[src/rtl/nmr_cpmg_seq_gen.sv]
// CPMG pulse-program sequencer: optional T1 inversion prefix, 90 pulse, then N x (180 pulse + acquisition).
// Define NMR_SEQ_T1_INV_EN to build the T1 inversion-recovery prefix (T1P/T1D states).
module nmr_cpmg_seq_gen #(
  parameter int PULSE_AND_DELAY_WIDTH  = 32,
  parameter int ECHO_PER_SCAN_WIDTH    = 32,
  parameter int SAMPLES_PER_ECHO_WIDTH = 32,
  parameter int ADC_INIT_DELAY_WIDTH   = 32,
  parameter int PHASE_WIDTH            = 2
) (
  input  logic                              PULSEPROG_CLK,
  input  logic                              RESET_N,
  input  logic                              START,
  input  logic                              ABORT,
  input  logic [PULSE_AND_DELAY_WIDTH-1:0]  T1_PULSE180,
  input  logic [PULSE_AND_DELAY_WIDTH-1:0]  T1_DELAY,
  input  logic [PULSE_AND_DELAY_WIDTH-1:0]  PULSE90,
  input  logic [PULSE_AND_DELAY_WIDTH-1:0]  DELAY_NO_ACQ,
  input  logic [PULSE_AND_DELAY_WIDTH-1:0]  PULSE180,
  input  logic [PULSE_AND_DELAY_WIDTH-1:0]  DELAY_WITH_ACQ,
  input  logic [ECHO_PER_SCAN_WIDTH-1:0]    ECHO_PER_SCAN,
  input  logic [SAMPLES_PER_ECHO_WIDTH-1:0] SAMPLES_PER_ECHO,
  input  logic [ADC_INIT_DELAY_WIDTH-1:0]   ADC_INIT_DELAY,
  input  logic [ADC_INIT_DELAY_WIDTH-1:0]   RX_DELAY,
  input  logic [PHASE_WIDTH-1:0]            PHASE90,
  input  logic [PHASE_WIDTH-1:0]            PHASE180_A,
  input  logic [PHASE_WIDTH-1:0]            PHASE180_B,
  output logic                              FSMSTAT,
  output logic                              RF_GATE,
  output logic [PHASE_WIDTH-1:0]            RF_PHASE,
  output logic                              EN_RX,
  output logic                              ACQ_WND,
  output logic [ECHO_PER_SCAN_WIDTH-1:0]    ECHO_CNT,
  output logic                              ECHO_DONE,
  output logic                              SEQ_DONE
);
  localparam int PDW = PULSE_AND_DELAY_WIDTH;
  localparam int EW  = ECHO_PER_SCAN_WIDTH;
  localparam int SW  = SAMPLES_PER_ECHO_WIDTH;
  localparam int AW  = ADC_INIT_DELAY_WIDTH;
  localparam int MW  = (PDW > AW) ? PDW : AW;
  localparam int CW  = ((MW > SW) ? MW : SW) + 1;

  typedef enum logic [2:0] {
    S_IDLE, S_T1P, S_T1D, S_P90, S_D90, S_P180, S_DACQ, S_FIN
  } state_t;

  state_t         state;
  logic [PDW-1:0] tcnt;
  logic [PDW-1:0] ocnt;

  logic [PDW-1:0]         dna_r, p180_r, dwa_r;
  logic [EW-1:0]          eps_r;
  logic [SW-1:0]          spe_r;
  logic [AW-1:0]          adc_r, rx_r;
  logic [PHASE_WIDTH-1:0] pha_r, phb_r;
`ifdef NMR_SEQ_T1_INV_EN
  logic [PDW-1:0]         t1d_r, p90_r;
  logic [PHASE_WIDTH-1:0] ph90_r;
`else
  logic unused_t1;
  assign unused_t1 = ^{T1_PULSE180, T1_DELAY};
`endif

  logic          start_ok;
  logic [CW-1:0] acq_end;

  assign start_ok = (state == S_IDLE) && START && !ABORT;
  // one bit wider than any operand so the window end never wraps
  assign acq_end  = CW'(adc_r) + CW'(spe_r);

  function automatic logic [PDW-1:0] dur_m1(input logic [PDW-1:0] n);
    return (n == '0) ? '0 : n - PDW'(1);
  endfunction

  function automatic logic rx_on(input logic [PDW-1:0] c, input logic [AW-1:0] rx);
    return CW'(c) >= CW'(rx);
  endfunction

  function automatic logic acq_on(input logic [PDW-1:0] c, input logic [AW-1:0] adc,
                                  input logic [CW-1:0] lim);
    return (CW'(c) >= CW'(adc)) && (CW'(c) < lim);
  endfunction

  // Parameter snapshot taken on the accepted START; inputs are free to change afterwards.
  always_ff @(posedge PULSEPROG_CLK) begin
    if (start_ok) begin
      dna_r  <= DELAY_NO_ACQ;
      p180_r <= PULSE180;
      dwa_r  <= DELAY_WITH_ACQ;
      eps_r  <= ECHO_PER_SCAN;
      spe_r  <= SAMPLES_PER_ECHO;
      adc_r  <= ADC_INIT_DELAY;
      rx_r   <= RX_DELAY;
      pha_r  <= PHASE180_A;
      phb_r  <= PHASE180_B;
`ifdef NMR_SEQ_T1_INV_EN
      t1d_r  <= T1_DELAY;
      p90_r  <= PULSE90;
      ph90_r <= PHASE90;
`endif
    end
  end

  // Sequencer: outputs are registered for the state being entered, so they line up with it.
  always_ff @(posedge PULSEPROG_CLK or negedge RESET_N) begin
    if (!RESET_N) begin
      state     <= S_IDLE;
      tcnt      <= '0;
      ocnt      <= '0;
      FSMSTAT   <= 1'b0;
      RF_GATE   <= 1'b0;
      RF_PHASE  <= '0;
      EN_RX     <= 1'b0;
      ACQ_WND   <= 1'b0;
      ECHO_CNT  <= '0;
      ECHO_DONE <= 1'b0;
      SEQ_DONE  <= 1'b0;
    end else if (ABORT) begin
      state     <= S_IDLE;
      FSMSTAT   <= 1'b0;
      RF_GATE   <= 1'b0;
      RF_PHASE  <= '0;
      EN_RX     <= 1'b0;
      ACQ_WND   <= 1'b0;
      ECHO_DONE <= 1'b0;
      SEQ_DONE  <= 1'b0;
    end else begin
      ECHO_DONE <= 1'b0;
      SEQ_DONE  <= 1'b0;
      if (tcnt != '0) tcnt <= tcnt - PDW'(1);
      case (state)
        S_IDLE: begin
          RF_PHASE <= '0;
          if (START) begin
            ECHO_CNT <= '0;
            FSMSTAT  <= 1'b1;
            RF_GATE  <= 1'b1;
`ifdef NMR_SEQ_T1_INV_EN
            if (T1_PULSE180 != '0) begin
              state    <= S_T1P;
              tcnt     <= dur_m1(T1_PULSE180);
              RF_PHASE <= PHASE180_A;
            end else begin
              state    <= S_P90;
              tcnt     <= dur_m1(PULSE90);
              RF_PHASE <= PHASE90;
            end
`else
            state    <= S_P90;
            tcnt     <= dur_m1(PULSE90);
            RF_PHASE <= PHASE90;
`endif
          end
        end
`ifdef NMR_SEQ_T1_INV_EN
        S_T1P: if (tcnt == '0) begin
          if (t1d_r != '0) begin
            state   <= S_T1D;
            tcnt    <= dur_m1(t1d_r);
            RF_GATE <= 1'b0;
          end else begin
            state    <= S_P90;
            tcnt     <= dur_m1(p90_r);
            RF_PHASE <= ph90_r;
          end
        end
        S_T1D: if (tcnt == '0) begin
          state    <= S_P90;
          tcnt     <= dur_m1(p90_r);
          RF_GATE  <= 1'b1;
          RF_PHASE <= ph90_r;
        end
`endif
        S_P90: if (tcnt == '0) begin
          state   <= S_D90;
          tcnt    <= dur_m1(dna_r);
          RF_GATE <= 1'b0;
        end
        S_D90: if (tcnt == '0) begin
          if (eps_r == '0) begin
            state    <= S_FIN;
            FSMSTAT  <= 1'b0;
            SEQ_DONE <= 1'b1;
          end else begin
            state    <= S_P180;
            tcnt     <= dur_m1(p180_r);
            RF_GATE  <= 1'b1;
            RF_PHASE <= pha_r;
          end
        end
        S_P180: if (tcnt == '0) begin
          state   <= S_DACQ;
          tcnt    <= dur_m1(dwa_r);
          ocnt    <= '0;
          RF_GATE <= 1'b0;
          EN_RX   <= rx_on('0, rx_r);
          ACQ_WND <= acq_on('0, adc_r, acq_end);
        end
        S_DACQ: begin
          if (tcnt != '0) begin
            ocnt    <= ocnt + PDW'(1);
            EN_RX   <= rx_on(ocnt + PDW'(1), rx_r);
            ACQ_WND <= acq_on(ocnt + PDW'(1), adc_r, acq_end);
          end else begin
            EN_RX     <= 1'b0;
            ACQ_WND   <= 1'b0;
            ECHO_CNT  <= ECHO_CNT + EW'(1);
            ECHO_DONE <= 1'b1;
            if (ECHO_CNT == eps_r - EW'(1)) begin
              state    <= S_FIN;
              FSMSTAT  <= 1'b0;
              SEQ_DONE <= 1'b1;
            end else begin
              // ECHO_CNT is the index of the echo just finished; the next one has opposite parity
              state    <= S_P180;
              tcnt     <= dur_m1(p180_r);
              RF_GATE  <= 1'b1;
              RF_PHASE <= ECHO_CNT[0] ? pha_r : phb_r;
            end
          end
        end
        S_FIN: begin
          state    <= S_IDLE;
          RF_PHASE <= '0;
        end
        default: state <= S_IDLE;
      endcase
    end
  end
endmodule
[config.mk]
export PLATFORM = sky130hd
export DESIGN_NAME = nmr_cpmg_seq_gen
export DESIGN_NICKNAME = d
export VERILOG_FILES = /design/src/rtl/nmr_cpmg_seq_gen.sv
export SDC_FILE = /design/constraint.sdc
export NUM_CORES = 1
export LEC_CHECK = 0
export CAP_MARGIN = 15
export CORE_AREA = 2 2 282 214
export CTS_BUF_LIST = sky130_fd_sc_hd__clkbuf_16
export CTS_CLUSTER_SIZE = 40
export DETAILED_ROUTE_END_ITERATION = 10
export DIE_AREA = 0 0 284 216
export PLACE_DENSITY = 0.7
export SLEW_MARGIN = 20
export SYNTH_ARGS = -nofsm -noshare
export SYNTH_HDL_FRONTEND = slang
export SYNTH_SLANG_ARGS = --single-unit
export TNS_END_PERCENT = 50
[constraint.sdc]
create_clock -name PULSEPROG_CLK -period 21.6 [get_ports PULSEPROG_CLK]
set_clock_uncertainty 0.2 [all_clocks]
set_input_delay 6.48 -clock PULSEPROG_CLK [delete_from_list [all_inputs] [get_ports PULSEPROG_CLK]]
set_output_delay 6.48 -clock PULSEPROG_CLK [all_outputs]
set_load 0.02 [all_outputs]
==> flow_metrics.tcl <==
set metrics [dict create \
    outcome "finished, final reports clean" \
    whs_endpoint "ocnt[31]" \
    synth_top_family_by_area "simple AND/OR/NAND/NOR gates" \
    nets 3123 \
    cp_top_family "compound AO/OA/AOI/OAI gates" \
    arrival_ns 10.36 \
    cts-root-buf "clkbuf_16" \
    critical-path-slowest-cell "a21o_1" \
    fin_util_pct 47.4 \
    fin_crit_sh_pct 46.8 \
    drv_slew 0 \
    r2r_slack_ns 15.08 \
    multi_input_area_um2 12300 \
    grt_max_degree 108 \
    clkTransAtPathRegs_ns 0.06 \
    cts_setup_buffers 0 \
    drc 0 \
    p_leak_nw 10.4 \
    synth-main-ff-cell "edfxtp_1" \
    p_switching_mw 0.557 \
    hold_buffers 0 \
    critical_path_class "input pin to register" \
    r2r_cells 19 \
    pwr-share-seq_pct 43.4 \
    syn_area_um2 22600 \
    finalSetupViolCount 0 \
    grt_use_total_pct 25.8 \
    crit_top_cell "nor2_1" \
    finalHoldViolCount 0 \
    crit_path_start_kind "input pin" \
    hold_path_startpoint "ocnt[31]" \
    p_per_area_nw_per_um2 66.3 \
    place_ws_ns 11.06 \
    cts_buffers 39 \
    postSynthCellCount 2359 \
    core_um2 58600 \
    hpwl_um 63600 \
    clockBufferDepth 3 \
    finalSetupTns_ns 0 \
    place.port_buffers 305 \
    critPathMaxFanout 16 \
    grt_setup_unrepaired "no" \
    crit_required_ns 21.84 \
    internal_power_mw 1.28 \
    placementRows 77 \
    wl_per_cell_um 23.4 \
    fin_crit_ns 10.12 \
    via_per_inst 5.89 \
    synth-seq-area-share_pct 42.1 \
    synthXorXnorAreaFrac_pct 9.64 \
    drt_pass1_iterations 5 \
    path_cells "clkdlybuf4s50_1 > nor4_1 > nand4b_1 > nor2_1 > a21o_1 > nor2_1 > a2111oi_0 > o21ai_0 > a21oi_1 > o22ai_1" \
    antenna_found_initial 5 \
    drv_cap 0 \
    synth_nets 2826 \
    yosys.area_share.simple_pct 20.2 \
    place_congestion 0.987 \
    die_x_um 284 \
    grt_pass1_vias 19600 \
    synth-compound-area-share_pct 16.4 \
    synthToLayoutAreaGrowth_pct 22.8 \
    fin_ws_ns 11.48 \
    netSwitchingFraction_pct 30.3 \
    hp-class "register to register" \
    grt_pass1_wl_um 121000 \
    synth_cell_types 103 \
    die_h_um 216 \
    cp_num_buf_inv 1 \
    cts_max_level 2 \
    p_clk_share_pct 37.4 \
    clk_latency_ns 0.59 \
    cts_resized 0 \
    worst_pin_slew_ns 1.06 \
    seq_area_um2 9520 \
    drive_gt1_share_pct 5.55 \
    grt-ovfl-total 0 \
    r2r-end "ACQ_WND" \
    synth_mux_area_share_pct 0.409 \
    synth_edf_count 228 \
    dieArea_um2 61300 \
    ys_ff_latch 335 \
    num-fill-cells 5507 \
    cts_tree "done" \
    pwr-share-comb_pct 19.2 \
    ir_worst_vdd_v 0.0000571 \
    ios 370 \
    whs_path_depth 1 \
    setup.worst_path.end_class "register" \
    fmax_mhz 98.8 \
    ant_nets 0 \
    worstReg2RegStart "ocnt[0]" \
    routed_wl_um 81400 \
    yosys_warnings 0 \
    drtIter0Drc 2157 \
    start_util_pct 38.6 \
    vias 20500 \
    timing.slew.headroom_pct 29.1 \
    cts.sink_count 335 \
    synth.avg_cell_area_um2 9.59 \
    ys_async_sr_fraction_pct 31.9 \
    slowest_delay_ns 0.58 \
    synth_adder_area_share_pct 7.61 \
]
==> synth_stat cells (all sizes together), types with 7 or more instances <==
cell type / count / area [um2]
edfxtp: 228 / 6850
nor2: 224 / 848
nand2: 184 / 691
xnor2: 161 / 1410
a21oi: 136 / 684
ha: 136 / 1700
o21ai: 130 / 651
inv: 110 / 413
dfrtp: 107 / 2680
nor3: 97 / 490
xor2: 88 / 771
nor4: 79 / 546
clkbuf: 53 / 270
nand3: 52 / 260
nand4: 44 / 275
a21o: 41 / 309
or3: 37 / 236
or4: 31 / 248
a211oi: 30 / 230
o31ai: 29 / 218
and3: 25 / 156
o22ai: 25 / 156
buf: 19 / 119
nand2b: 17 / 106
a31oi: 15 / 93.8
o211ai: 15 / 113
nor2b: 14 / 87.6
and2: 13 / 82.6
o21a: 13 / 97.6
and4: 12 / 105
a2111oi: 11 / 96.3
or2: 11 / 68.8
a22o: 10 / 87.6
a211o: 8 / 70.1
o221ai: 8 / 70.1
a221oi: 7 / 61.3
mux2i: 7 / 70.1
o2111ai: 7 / 61.3
o31a: 7 / 63.8
==> layout make-up <==
class	count	share of cell area, %
Antenna cell	1	0.00901
Clock buffer	40	3.60
Clock inverter	32	1.13
Inverter	111	1.53
Multi-Input combinational cell	1841	44.3
Sequential cell	335	34.3
Tap cell	790	3.56
Timing Repair Buffer	328	11.6
==> worst reg2reg max path: stages, from the launching register on <==
cell,delay (ns)
dfrtp_1,0.51
ha_1,0.28
nand3_1,0.18
nor2_1,0.40
nand2_1,0.21
nor3_1,0.55
nand2_1,0.26
nor3_1,0.41
nand2_1,0.16
xnor2_1,0.40
ha_1,0.23
and4_1,0.20
nand2_1,0.10
or3_1,0.43
nor4_1,0.60
a211oi_1,0.21
a211o_1,0.29
a32o_1,0.29
nor4b_1,0.32
a31oi_1,0.14
==> metrics by stage <==
step | instance area (um2) | total power, mW | hold slack [ns] | instances
finish | 27800 | 1.84 | 0.317 | 3478
floorplan | 22600 | 1.01 | 0.270 | 2359
CTS | 27800 | 1.85 | 0.323 | 3477
global route | 27800 | 1.92 | 0.352 | 3477
detailed placement | 26500 | 1.15 | 0.311 | 3405
global placement | 26500 | 1.15 | 0.292 | 3405
==> per-layer routing <==
layer	share of wire (%)	track usage [%]
met5	0.033	0
met4	2.3	6.26
met3	9.5	5.03
met2	42	38.1
met1	46	38.5
==> how the worst max path moves through the flow <==
stage	slack, ns	cells after the start	end	start
finish	11.48	10	tcnt[6]	PULSE90[12]
global route	11.47	10	tcnt[31]	PULSE90[2]
CTS	11.73	10	tcnt[6]	PULSE90[12]
detailed placement	11.06	10	tcnt[6]	PULSE90[12]
global placement	11.15	10	tcnt[14]	PULSE90[12]
floorplan	7.36	5	adc_r[0]	ABORT
==> power groups by stage <==
stage	clock network (mW)	logic [mW]	registers, mW
floorplan	0	0.215	0.795
global placement	0	0.338	0.808
detailed placement	0	0.344	0.809
CTS	0.708	0.346	0.797
global route	0.734	0.382	0.805
finish	0.689	0.353	0.798
==> cells by family (layout without fill, tap and decap cells) <==
family	after synthesis	in the layout
DFF	335	335
xor gates and xnor gates	249	249
muxes	9	9
and+or+nand+nor	882	882
buffers and inverters	183	511
AOI/OAI and AO/OA	564	564
adders and majority gates	137	137
other	0	1
==> layout by cell type, fill, tap and decap left out, types with 12 or more instances in the layout <==
master           count
a211oi_1            29
a21o_1              40
a21oi_1            135
a31oi_1             15
and2_1              12
and3_1              25
and4_1              12
buf_4               24
clkbuf_16           40
clkdlybuf4s50_1    303
dfrtp_1            107
edfxtp_1           228
ha_1               136
inv_1              116
nand2_1            184
nand2b_1            17
nand3_1             51
nand4_1             44
nor2_1             223
nor2b_1             14
nor3_1              96
nor4_1              74
o211ai_1            15
o21a_1              13
o21ai_0            124
o22ai_1             25
o31ai_1             29
or3_1               33
or4_1               25
xnor2_1            161
xor2_1              88
Note: power is estimated with default switching activity, not from simulation.
